### src/rtl/aud_pkg.sv
// rtl/aud_pkg.sv - shared types and constants for the audio SRAM writer
package aud_pkg;

    typedef enum logic [1:0] {
        S_IDLE  = 2'd0,
        S_SETUP = 2'd1,
        S_WRITE = 2'd2,
        S_HOLD  = 2'd3
    } wr_state_e;

    typedef logic [19:0]        sram_addr_t;
    typedef logic signed [15:0] sample_t;

    typedef struct packed {
        sram_addr_t addr;
        sample_t    data;
    } wr_entry_t;

    localparam int      ENTRY_W  = $bits(wr_entry_t);
    localparam sample_t CLIP_POS = 16'sh7FFF;
    localparam sample_t CLIP_NEG = 16'sh8000;

    // Full-scale samples in either direction count as clipped
    function automatic logic is_clip(input sample_t s);
        return (s == CLIP_POS) || (s == CLIP_NEG);
    endfunction

endpackage

### src/rtl/aud_sync_fifo.sv
// rtl/aud_sync_fifo.sv - small synchronous FIFO with flush, clocked on negedge
module aud_sync_fifo #(
    parameter int DEPTH = 4,
    parameter int WIDTH = 36
) (
    input  logic             i_clk,
    input  logic             i_rst_n,
    input  logic             i_flush,
    input  logic             i_push,
    input  logic [WIDTH-1:0] i_data,
    input  logic             i_pop,
    output logic [WIDTH-1:0] o_data,
    output logic             o_full,
    output logic             o_empty
);

    localparam int AW = $clog2(DEPTH);

    logic [WIDTH-1:0] mem_q [DEPTH];
    logic [AW-1:0]    wr_ptr_q, wr_ptr_d;
    logic [AW-1:0]    rd_ptr_q, rd_ptr_d;
    logic [AW:0]      count_q, count_d;
    logic             push_ok, pop_ok;

    assign o_full  = (count_q == (AW+1)'(DEPTH));
    assign o_empty = (count_q == '0);
    assign o_data  = mem_q[rd_ptr_q];

    // Flush wins over everything; a push into a full FIFO is taken only when a pop frees a slot
    always_comb begin
        pop_ok   = i_pop && !o_empty && !i_flush;
        push_ok  = i_push && (!o_full || pop_ok) && !i_flush;
        wr_ptr_d = wr_ptr_q;
        rd_ptr_d = rd_ptr_q;
        count_d  = count_q;
        if (i_flush) begin
            wr_ptr_d = '0;
            rd_ptr_d = '0;
            count_d  = '0;
        end else begin
            if (push_ok) wr_ptr_d = wr_ptr_q + 1'b1;
            if (pop_ok)  rd_ptr_d = rd_ptr_q + 1'b1;
            count_d = count_q + (AW+1)'(push_ok) - (AW+1)'(pop_ok);
        end
    end

    // Pointer and occupancy registers
    always_ff @(negedge i_clk or negedge i_rst_n) begin
        if (!i_rst_n) begin
            wr_ptr_q <= '0;
            rd_ptr_q <= '0;
            count_q  <= '0;
        end else begin
            wr_ptr_q <= wr_ptr_d;
            rd_ptr_q <= rd_ptr_d;
            count_q  <= count_d;
        end
    end

    // Storage needs no reset; occupancy decides what is valid
    always_ff @(negedge i_clk) begin
        if (push_ok) mem_q[wr_ptr_q] <= i_data;
    end

endmodule

### src/rtl/aud_sram_writer.sv
// rtl/aud_sram_writer.sv - recorder-to-SRAM sample writer; AUD_CLIP_DETECT_EN adds o_clip_cnt
module aud_sram_writer
    import aud_pkg::*;
#(
    parameter int         FIFO_DEPTH = 4,
    parameter int         WE_CYCLES  = 2,
    parameter sram_addr_t MAX_ADDR   = 20'd1024000
) (
    input  logic        i_clk,
    input  logic        i_rst_n,
    input  logic        i_rec_start,
    input  logic [19:0] i_rec_addr,
    input  logic [15:0] i_rec_data,
    output logic [19:0] o_sram_addr,
    output logic [15:0] o_sram_dq,
    output logic        o_sram_dq_oe,
    output logic        o_sram_we_n,
    output logic        o_sram_ce_n,
    output logic        o_sram_oe_n,
    output logic        o_sram_lb_n,
    output logic        o_sram_ub_n,
    output logic [19:0] o_rec_len,
    output logic        o_busy,
    output logic        o_overflow
`ifdef AUD_CLIP_DETECT_EN
    ,
    output logic [15:0] o_clip_cnt
`endif
);

    localparam int CNT_W = (WE_CYCLES > 1) ? $clog2(WE_CYCLES) : 1;

    sram_addr_t        prev_addr_q, prev_addr_d;
    logic              det_valid_q, det_valid_d;
    wr_entry_t         det_entry_q, det_entry_d;
    wr_state_e         state_q, state_d;
    logic [CNT_W-1:0]  we_cnt_q, we_cnt_d;
    sram_addr_t        addr_q, addr_d;
    sample_t           dq_q, dq_d;
    logic              ce_n_q, ce_n_d;
    logic              we_n_q, we_n_d;
    logic              be_n_q, be_n_d;
    logic              dq_oe_q, dq_oe_d;
    logic [19:0]       rec_len_q, rec_len_d;
    logic              overflow_q, overflow_d;
    logic              counts_q, counts_d;
    logic              fifo_push, fifo_pop, fifo_full, fifo_empty;
    wr_entry_t         fifo_rdata;
    logic              word_done;

    // A word is complete when the recorder moves to any other address; the word belongs to the old one
    always_comb begin
        prev_addr_d = prev_addr_q;
        det_valid_d = 1'b0;
        det_entry_d = det_entry_q;
        if (i_rec_start) begin
            prev_addr_d = i_rec_addr;
        end else if (i_rec_addr != prev_addr_q) begin
            prev_addr_d = i_rec_addr;
            det_valid_d = (prev_addr_q <= MAX_ADDR);
            det_entry_d = '{addr: prev_addr_q, data: sample_t'(i_rec_data)};
        end
    end

    assign fifo_push = det_valid_q && !i_rec_start;

    aud_sync_fifo #(
        .DEPTH (FIFO_DEPTH),
        .WIDTH (ENTRY_W)
    ) u_fifo (
        .i_clk   (i_clk),
        .i_rst_n (i_rst_n),
        .i_flush (i_rec_start),
        .i_push  (fifo_push),
        .i_data  (det_entry_q),
        .i_pop   (fifo_pop),
        .o_data  (fifo_rdata),
        .o_full  (fifo_full),
        .o_empty (fifo_empty)
    );

    // Write sequencer: setup, WE_CYCLES of strobe, one hold, then back to idle; pins follow next state
    always_comb begin
        state_d  = state_q;
        we_cnt_d = we_cnt_q;
        addr_d   = addr_q;
        dq_d     = dq_q;
        counts_d = counts_q;
        fifo_pop = 1'b0;
        case (state_q)
            S_IDLE: begin
                if (!fifo_empty && !i_rec_start) begin
                    fifo_pop = 1'b1;
                    addr_d   = fifo_rdata.addr;
                    dq_d     = fifo_rdata.data;
                    counts_d = 1'b1;
                    state_d  = S_SETUP;
                end
            end
            S_SETUP: begin
                we_cnt_d = '0;
                state_d  = S_WRITE;
            end
            S_WRITE: begin
                if (we_cnt_q == CNT_W'(WE_CYCLES - 1)) begin
                    state_d = S_HOLD;
                end else begin
                    we_cnt_d = we_cnt_q + 1'b1;
                end
            end
            S_HOLD: begin
                state_d = S_IDLE;
            end
            default: state_d = S_IDLE;
        endcase
        // An in-flight write finishes after a new recording starts but is not credited to it
        if (i_rec_start) counts_d = 1'b0;
        ce_n_d  = (state_d == S_IDLE);
        dq_oe_d = (state_d != S_IDLE);
        we_n_d  = (state_d != S_WRITE);
        be_n_d  = (state_d != S_WRITE);
    end

    assign word_done = (state_q == S_HOLD) && counts_q && !i_rec_start;

    // Record length and sticky overflow status
    always_comb begin
        rec_len_d  = rec_len_q;
        overflow_d = overflow_q;
        if (i_rec_start) begin
            rec_len_d  = '0;
            overflow_d = 1'b0;
        end else begin
            if (word_done && (rec_len_q != '1)) rec_len_d = rec_len_q + 20'd1;
            if (fifo_push && fifo_full && !fifo_pop) overflow_d = 1'b1;
        end
    end

    // All state registers; reset parks the SRAM pins inactive at once
    always_ff @(negedge i_clk or negedge i_rst_n) begin
        if (!i_rst_n) begin
            prev_addr_q <= '0;
            det_valid_q <= 1'b0;
            det_entry_q <= '0;
            state_q     <= S_IDLE;
            we_cnt_q    <= '0;
            addr_q      <= '0;
            dq_q        <= '0;
            ce_n_q      <= 1'b1;
            we_n_q      <= 1'b1;
            be_n_q      <= 1'b1;
            dq_oe_q     <= 1'b0;
            rec_len_q   <= '0;
            overflow_q  <= 1'b0;
            counts_q    <= 1'b0;
        end else begin
            prev_addr_q <= prev_addr_d;
            det_valid_q <= det_valid_d;
            det_entry_q <= det_entry_d;
            state_q     <= state_d;
            we_cnt_q    <= we_cnt_d;
            addr_q      <= addr_d;
            dq_q        <= dq_d;
            ce_n_q      <= ce_n_d;
            we_n_q      <= we_n_d;
            be_n_q      <= be_n_d;
            dq_oe_q     <= dq_oe_d;
            rec_len_q   <= rec_len_d;
            overflow_q  <= overflow_d;
            counts_q    <= counts_d;
        end
    end

`ifdef AUD_CLIP_DETECT_EN
    logic [15:0] clip_cnt_q, clip_cnt_d;

    // Count full-scale words as they complete, saturating
    always_comb begin
        clip_cnt_d = clip_cnt_q;
        if (i_rec_start) begin
            clip_cnt_d = '0;
        end else if (word_done && is_clip(dq_q) && (clip_cnt_q != 16'hFFFF)) begin
            clip_cnt_d = clip_cnt_q + 16'd1;
        end
    end

    // Clip counter register
    always_ff @(negedge i_clk or negedge i_rst_n) begin
        if (!i_rst_n) clip_cnt_q <= '0;
        else          clip_cnt_q <= clip_cnt_d;
    end

    assign o_clip_cnt = clip_cnt_q;
`endif

    assign o_sram_addr  = addr_q;
    assign o_sram_dq    = dq_q;
    assign o_sram_dq_oe = dq_oe_q;
    assign o_sram_we_n  = we_n_q;
    assign o_sram_ce_n  = ce_n_q;
    assign o_sram_oe_n  = 1'b1;
    assign o_sram_lb_n  = be_n_q;
    assign o_sram_ub_n  = be_n_q;
    assign o_rec_len    = rec_len_q;
    assign o_overflow   = overflow_q;
    assign o_busy       = !fifo_empty || (state_q != S_IDLE);

endmodule
### config.mk
export PLATFORM = sky130hd
export DESIGN_NAME = aud_sram_writer
export DESIGN_NICKNAME = d
export VERILOG_FILES = /design/src/rtl/aud_pkg.sv /design/src/rtl/aud_sync_fifo.sv /design/src/rtl/aud_sram_writer.sv
export SDC_FILE = /design/constraint.sdc
export NUM_CORES = 1
export LEC_CHECK = 0
export CORE_ASPECT_RATIO = 1.75
export CORE_MARGIN = 8
export CORE_UTILIZATION = 57
export CTS_CLUSTER_DIAMETER = 50
export DETAILED_ROUTE_END_ITERATION = 7
export PLACE_DENSITY = 0.78
export SETUP_SLACK_MARGIN = 0.05
export SLEW_MARGIN = 0
export SYNTH_ARGS = -nofsm -noshare
export SYNTH_HDL_FRONTEND = slang
export SYNTH_SLANG_ARGS = --single-unit
### constraint.sdc
create_clock -name i_clk -period 3.1 [get_ports i_clk]
set_clock_uncertainty 0.2 [all_clocks]
set_input_delay 0.465 -clock i_clk [delete_from_list [all_inputs] [get_ports i_clk]]
set_output_delay 0.465 -clock i_clk [all_outputs]
set_load 0.05 [all_outputs]
; After elaboration in Yosys (flattened, before gate mapping)
; Memories as Yosys holds them, arrays and structs flattened. A register that Yosys moved wholly into a read port is not among the register bits.
; Cells that the tools add are included.
[word_totals]
output_inout_bits = 64
mem_count = 1
inputBits = 39
word_cells = 90
mem_bits_rw = 144
reg_bits = 92
[memory_table]
columns = memory, depth, width, read_ports, rd_clocked_by_memory_dff, write_ports, line
row1 = u_fifo.mem_q, 4, 36, 1, 1, 1, aud_sync_fifo.sv:19  ; logic [WIDTH-1:0] mem_q [DEPTH];
[classes]
mux = 25
reduce_logical = 34
n_eq_ne = 7
add_sub_neg = 6
magnitude_cmp = 1
bitwise = 1
[ops]
columns = cell, n
row1 = 20-bit 2-to-1 mux, 4
row2 = 20-bit by 1-bit adder with 20-bit output (second input constant), 1
row3 = 20-bit less-or-equal comparator (second input constant), 1
row4 = 20-bit != test, 1
row5 = 20-bit != test (second input constant), 1
row6 = 2-bit nonzero test, 10
row7 = 1-bit 2-to-1 mux, 12
row8 = 2-bit 2-to-1 mux, 6
row9 = 1-bit logical AND, 11
row10 = 2-bit case mux with 4 select lines, 1
row11 = 2-bit AND reduction, 3
row12 = 1-bit logical NOT, 5
row13 = 2-bit by 1-bit adder with 2-bit output (second input constant), 2
row14 = 2-bit equality test (second input constant), 2
row15 = 2-bit logical NOT, 2
row16 = 3-bit by 1-bit adder with 3-bit output, 1
row17 = 3-bit equality test (second input constant), 1
row18 = 3-bit logical NOT, 1
row19 = 3-bit 2-to-1 mux, 1
row20 = 3-bit by 1-bit subtractor with 3-bit output, 1
row21 = 2-bit by 1-bit equality test with 1-bit output (second input constant), 1
row22 = 1-bit logical OR, 2
row23 = 2-bit != test (second input constant), 1
row24 = 1-bit case mux with 2 select lines, 1
row25 = 2 further kinds, 2

; Longest topological paths before layout
; Gate-level depths: netlist of the first run.
[logic_depth]
ltp_word = 13
depth_mapped = 13
depth_no_buf = 11

; Cells and area by module
; From an unflattened synthesis of the first run, not the netlist that was laid out.
[unflattened]
hier_cells = 616
hier_area_um2 = 10910.5
[modules_own_cells]
columns = module, cells_per_inst, n_inst, area_each_um2, seq_area_each_um2
row1 = aud_sync_fifo, 236, 1, 5698.0, 4499.3
row2 = aud_sram_writer, 380, 1, 5212.5, 3030.4

==> flow_summary.ini, run 1 <==
[place]
hpwl_mm = 14.80
dp_cells = 941
place_congestion = 0.8368
portBuffers = 101

[routing]
drt-wirelength-per-cell_um = 22.68
drt_iter0_drc = 384
drc = 0
ant_nets = 0
drt-vias-per-instance = 5.618
routed_wl_mm = 26.95
vias = 6674
drt_first_pass_iters = 5

[timing]
rsz0062_at_grt = yes
hold_viol_final = 0
worst_slack_ns = -0.5075
setup_violations = 101
worst_pin_slew_ns = 0.9471
slew_headroom_pct = 36.73
maxSlewViolCount = 0

[floorplanning]
rows = 66
die_w_um = 119.9
coreArea_um2 = 18580
start_util_pct = 57.93
die_h_um = 197.8
die-area_um2 = 23710
ios = 103

[min_path]
hold_class = register to register

[cells_and_area]
multi_input_area_um2 = 3276
finalNonFillerCells = 1188
final_common_cell = inv_1
syn2layout_area_growth_pct = 39.79
seq_area_um2 = 7533
utilization_pct = 80.98
final_cell_mix = 149 x inv_1, 144 x edfxtp_1, 126 x dfrtn_1
diodes = 0
drive_gt1_share_pct = 39.37
nNetsFinal = 982
fillers = 866

[grt]
grt_usage_pct = 22.78
grt_antenna_before_repair = 0
grt_pass1_wl_mm = 41.42
grt_max_degree = 45
overflow = 0
grt_pass1_vias = 7544

[critical_path]
regToRegStartpoint = state_q[0]$_DFF_NN0_
crit_start = u_fifo.count_q[0]$_DFF_NN0_
cp_max_fo = 2
end_kind = output port
cp-start-kind = register
endpoint = o_busy
r2r_cells = 12
crit_type = register to output port
rrSetupSlack_ns = 0.08
crit_arrival_ns = 2.94
reg2reg_to = u_fifo.count_q[1]$_DFF_NN0_
cp_data_required_time_ns = 2.43

[synthesis]
yosys.area_share.simple_pct = 5.184
yosys.cell_types.count = 43
synth_area_um2 = 10760
seq_area_frac_synth_pct = 69.95
syn_nets = 661
synth-adder-area-share_pct = 1.465
synthMuxAreaShare_pct = 16.47
ys_warn_count = 0
syn_inst = 610
synth_compound_area_share_pct = 1.139
synth_seq_cells = 272
ys_async_sr_fraction_pct = 47.06
synth-edff-count = 144
synth-xor-area-share_pct = 3.336
syn_avg_cell_area_um2 = 17.65
synth_top_family_by_area = multiplexers
dominantRegCellSynth = edfxtp_1

[power_and_ir_drop]
p_sw_share_pct = 33.86
clkPwrFrac_pct = 29.9
leakagePower_uw = 0.006460
internal_power_uw = 8673
power.net_switching_uw = 4440
power.density_nw_per_um2 = 871.5
vdd_drop_max_mv = 0.5459
pwr-share-seq_pct = 37.0
combPwrFrac_pct = 33.1

[clock_tree]
cts.reportedPaths.clkPinSlew_ns = 0.05
hold_buffers = 0
cts-buffers-inserted = 25
clk_path_buf_depth = 3
cts_sinks = 272
ctsRootBufferMaster = clkbuf_16
cts_tree = built
clock_latency_ns = 0.63
cts_max_level = 1

[run_status]
status = complete, but fails checks
violations = setup timing

[flow_run]
cap_violations = 0
-- registers in the layout, summed over array words and instances (netlist names) --
signal,count
counts_q,1
det_entry_q,36
det_valid_q,1
o_overflow,1
o_rec_len,20
o_sram_addr,20
o_sram_ce_n,1
o_sram_dq,16
o_sram_dq_oe,1
o_sram_lb_n,1
prev_addr_q,20
state_q,2
u_fifo.count_q,3
u_fifo.mem_q,144
u_fifo.rd_ptr_q,2
u_fifo.wr_ptr_q,2
we_cnt_q,1
-- worst min-delay path by stage --
stage / start / endpoint / slack, ns / cells after the start
detailed placement: we_cnt_q$_DFFE_NN0P_ / we_cnt_q$_DFFE_NN0P_ / 0.27 / 1
CTS: we_cnt_q$_DFFE_NN0P_ / we_cnt_q$_DFFE_NN0P_ / 0.27 / 1
floorplan: we_cnt_q$_DFFE_NN0P_ / we_cnt_q$_DFFE_NN0P_ / 0.24 / 1
finish: we_cnt_q$_DFFE_NN0P_ / we_cnt_q$_DFFE_NN0P_ / 0.27 / 1
global placement: we_cnt_q$_DFFE_NN0P_ / we_cnt_q$_DFFE_NN0P_ / 0.25 / 1
global route: det_entry_q[24]$_DFFE_NN0P_ / u_fifo.mem_q[0][24]$_DFFE_NP_ / 0.29 / 0
-- critical path, cell delays in order, from the launching register on --
cell and delay, ns:
dfrtn_1 0.38, nor3_4 0.25, nand2_4 0.08, buf_12 0.15
-- timing repair --
action                                 in CTS  in global routing
pin swaps                                  23                 12
setup endpoints to repair                 289                103
cloned                                      4                  1
resized for setup                         119                 22
endpoints found under the hold margin       0                  0
setup buffers                              42                 15
-- area by class of cell --
class,count,share of cell area [%]
clock inverters,160,4.482
well taps,238,1.979
clock buffers,32,4.673
repair buffers,193,16.84
inverters,7,0.1913
flip-flops and latches,272,50.07
multi-input cells,286,21.77
-- power by group through the flow --
stage               sequential (uW)  clock [uW]  combinational (uW)
finish                         4860        3920                4340
global route                   4910        4200                4540
global placement               4850         281                3880
CTS                            4850        3880                4270
floorplan                      5580         281                1380
detailed placement             4890         281                3950
-- cell families after synthesis --
| family | Yosys count |
|---|---|
| other | 1 |
| adder cells (fa/ha/maj) | 12 |
| AO/OA/AOI/OAI | 19 |
| AND/OR/NAND/NOR | 101 |
| buffers and inverters | 52 |
| multiplexers | 112 |
| XOR/XNOR | 41 |
| flip-flops | 272 |
-- per-stage QoR --
step	cell area [um^2]	setup slack, ns	hold WS [ns]	setup TNS, ns	power (uW)
2_1_floorplan	10980	-0.7592	0.2356	-90.83	7244
3_5_place_dp	13050	-1.036	0.2651	-216.88	9120
6_report	15050	-0.5075	0.2728	-23.73	13110
4_1_cts	14960	-0.5145	0.2723	-24.99	13000
5_1_grt	15050	-0.5742	0.2904	-27.73	13660
3_3_place_gp	13050	-0.9977	0.2456	-205.88	9005
-- routing by layer --
metal | global-route usage, % | vias to the layer above | wire length, um
met2 | 42.33 | 318 | 15100
met4 | 10.74 | 0 | 1090
met5 | 0 | - | 0
li1 | - | 2890 | -
met1 | 24.53 | 3394 | 9183
met3 | 3.765 | 72 | 1575
-- cell usage after synthesis (3+ instances only) --
library cell / n / share of area [%]
buf_4: 3 / 0.21
a21oi_1: 11 / 0.51
inv_1: 8 / 0.28
nand3_1: 10 / 0.46
xor2_1: 13 / 1.1
mux2_2: 45 / 4.7
buf_2: 7 / 0.33
mux4_2: 36 / 7.5
dfrtn_1: 126 / 29
mux2_4: 29 / 4.0
buf_6: 6 / 0.63
o21ai_0: 3 / 0.14
and4_1: 5 / 0.41
clkbuf_1: 27 / 0.94
nand2b_1: 3 / 0.17
nor2b_1: 4 / 0.23
and2_1: 6 / 0.35
nor4_1: 5 / 0.29
ha_1: 11 / 1.3
nor2_1: 32 / 1.1
xnor2_1: 28 / 2.3
nor3_1: 7 / 0.33
nand4_1: 9 / 0.52
nand2_1: 10 / 0.35
edfxtp_1: 144 / 40
Power figures use the tool's default switching activity.
==> inputs of run 2 (changes only) <==
ABC_AREA = 1   (was not set)
==> run 2 against run 1 <==
  * The run still ends with setup timing left
  * Critical path type unchanged
  * Clock power rose by 10%
  * Global-route usage increased by 3.9 points
  * Largest power group unchanged
  * Total power is 0.65% higher
==> flow_summary.ini, run 2 <==
[cells_and_area]
syn2layout_area_growth_pct = 43.62
drive_gt1_share_pct = 28.32
top_register = u_fifo.mem_q
final_common_cell = nand2_1
diodes = 0
largestRegisters = u_fifo.mem_q x144, det_entry_q x36
largest_register_ffs = 144
stdcell_area_um2 = 16130
utilization_pct = 82.40
nNetsFinal = 1428
finalNonFillerCells = 1640
final_cell_mix = 217 x nand2_1, 178 x inv_1, 144 x edfxtp_1

[clock_tree]
cts-buffers-inserted = 25
cts_sinks = 272
clock_latency_ns = 0.62
cts_tree = built
hold_buffers = 0
clk_path_buf_depth = 3
cts_max_level = 1
cts.reportedPaths.clkPinSlew_ns = 0.05
ctsRootBufferMaster = clkbuf_16

[critical_path]
rrSetupSlack_ns = 0.48
r2r_cells = 11
end_kind = output port
crit_start = state_q[0]$_DFF_NN0_
reg2reg_to = u_fifo.count_q[1]$_DFF_NN0_
regToRegStartpoint = u_fifo.count_q[1]$_DFF_NN0_
cp-start-kind = register
cp_max_fo = 2
crit_type = register to output port
cp_data_required_time_ns = 2.43
crit_arrival_ns = 2.93

[floorplanning]
die_h_um = 201.7
ios = 103
start_util_pct = 57.38
die-area_um2 = 24620
die_w_um = 122.1
rows = 68
coreArea_um2 = 19570

[grt]
overflow = 0
grt_max_degree = 76
grt_pass1_wl_mm = 51.61
grt_antenna_before_repair = 0
grt_usage_pct = 26.71
grt_pass1_vias = 9880

[synthesis]
synth.area.top_cells = edfxtp_1 39%, dfrtn_1 28%, nand2_1 9.5%, nor2_1 4.4%, nand3_1 3.1%
syn_avg_cell_area_um2 = 10.51
dominantRegCellSynth = edfxtp_1
synth-edff-count = 144
ys_warn_count = 0
synth_most_common_cell = nand2_1
syn_nets = 1119
synth_seq_cells = 272
syn_inst = 1068
seq_area_frac_synth_pct = 67.06
yosys.cell_types.count = 39
yosysTopAreaCell = edfxtp_1
yosys-top-cells-count = 283 x nand2_1, 144 x edfxtp_1, 131 x nor2_1
ys_async_sr_fraction_pct = 47.06
synth_area_um2 = 11230
yosysTopAreaCellShare_pct = 38.51

[place]
place_congestion = 0.9128
dp_cells = 1409
hpwl_mm = 17.14
post-place-ws_ns = -1.021
place_area_um2 = 13760
portBuffers = 101

[routing]
routed_wl_mm = 35.16
drt_iter0_drc = 1013
vias = 9491
drt-wirelength-per-cell_um = 21.44
ant_nets = 0
drc = 0
drt_first_pass_iters = 7
drt-vias-per-instance = 5.787

[min_path]
hp-start = counts_q$_DFFE_NN0P_
worstHoldPathCells = 2
worst_hold_path.endpoint = counts_q$_DFFE_NN0P_
hold_class = register to register

[power_and_ir_drop]
power.density_nw_per_um2 = 818.5
leakagePower_uw = 0.007446
vdd_drop_max_mv = 0.7691

[timing]
slew_headroom_pct = 48.83
setup_violations = 86
maxSlewViolCount = 0
rsz0062_at_grt = yes
worst_slack_ns = -0.4976
hold_viol_final = 0
worst_pin_slew_ns = 0.7675

[run_status]
violations = setup timing
status = complete, but fails checks

[flow_run]
cap_violations = 0
run 2: cell families (layout without fill, tap and decap cells):
group | count (synthesis) | after routing | synth area share, %
other | 1 | 1 | 0.03340
DFF | 272 | 272 | 67.06
xor gates and xnor gates | 21 | 21 | 1.638
AOI/OAI and AO/OA | 130 | 130 | 6.396
muxes | 1 | 1 | 0.1003
and+or+nand+nor | 505 | 505 | 18.49
buffers and inverters | 126 | 453 | 4.881
adders and majority gates | 12 | 12 | 1.404
run 2: area by class of cell:
cell class / instances / area [um^2]
timing repair buffer: 207 / 2831
inverter: 55 / 224.0
clock buffer: 27 / 643.1
fill: 941 / 3443
tap: 245 / 306.5
multi-input combinational: 670 / 3804
clock inverter: 164 / 783.3
sequential: 272 / 7533
run 2: repair_timing:
item	CTS	global route
gates resized for setup	175	88
buffers inserted	26	12
endpoints found under the setup margin	299	104
cloned	6	2
pin swaps	49	31
run 2: power by group:
group / leakage, uW / internal [uW] / switching (uW)
Clock: 0.00122 / 2170 / 2170
Sequential: 0.00293 / 4350 / 435
Combinational: 0.00331 / 1740 / 2340
run 2: worst max-delay path, stage by stage, from the launching register on:
cell and delay (ns):
dfrtn_1 0.43, inv_2 0.06, ha_4 0.17, nand2_4 0.07, buf_12 0.13
run 2: per-layer routing:
| metal | vias up | global-route usage, % | routed length [um] |
|---|---|---|---|
| li1 | 4165 | - | - |
| met1 | 4560 | 29.77 | 11650 |
| met2 | 635 | 47.60 | 18780 |
| met3 | 131 | 4.687 | 3081 |
| met4 | 0 | 12.65 | 1649 |
| met5 | - | 0 | 0 |
run 2: through the flow:
stage	power [uW]	TNS (ns)	hold WS [ns]
floorplan	6987	-92.00	0.2272
global placement	8629	-193.01	0.2409
detailed placement	8743	-202.58	0.2520
CTS	12750	-17.45	0.2514
global route	13690	-19.99	0.2644
finish	13200	-17.78	0.2499
run 2: worst max path at each step:
stage                                             end  cells past startpoint
final                                          o_busy                      4
after global routing                           o_busy                      4
after CTS                                      o_busy                      4
after detailed placement  u_fifo.count_q[1]$_DFF_NN0_                     10
after global placement    u_fifo.count_q[1]$_DFF_NN0_                     10
after floorplan           u_fifo.count_q[1]$_DFF_NN0_                     11
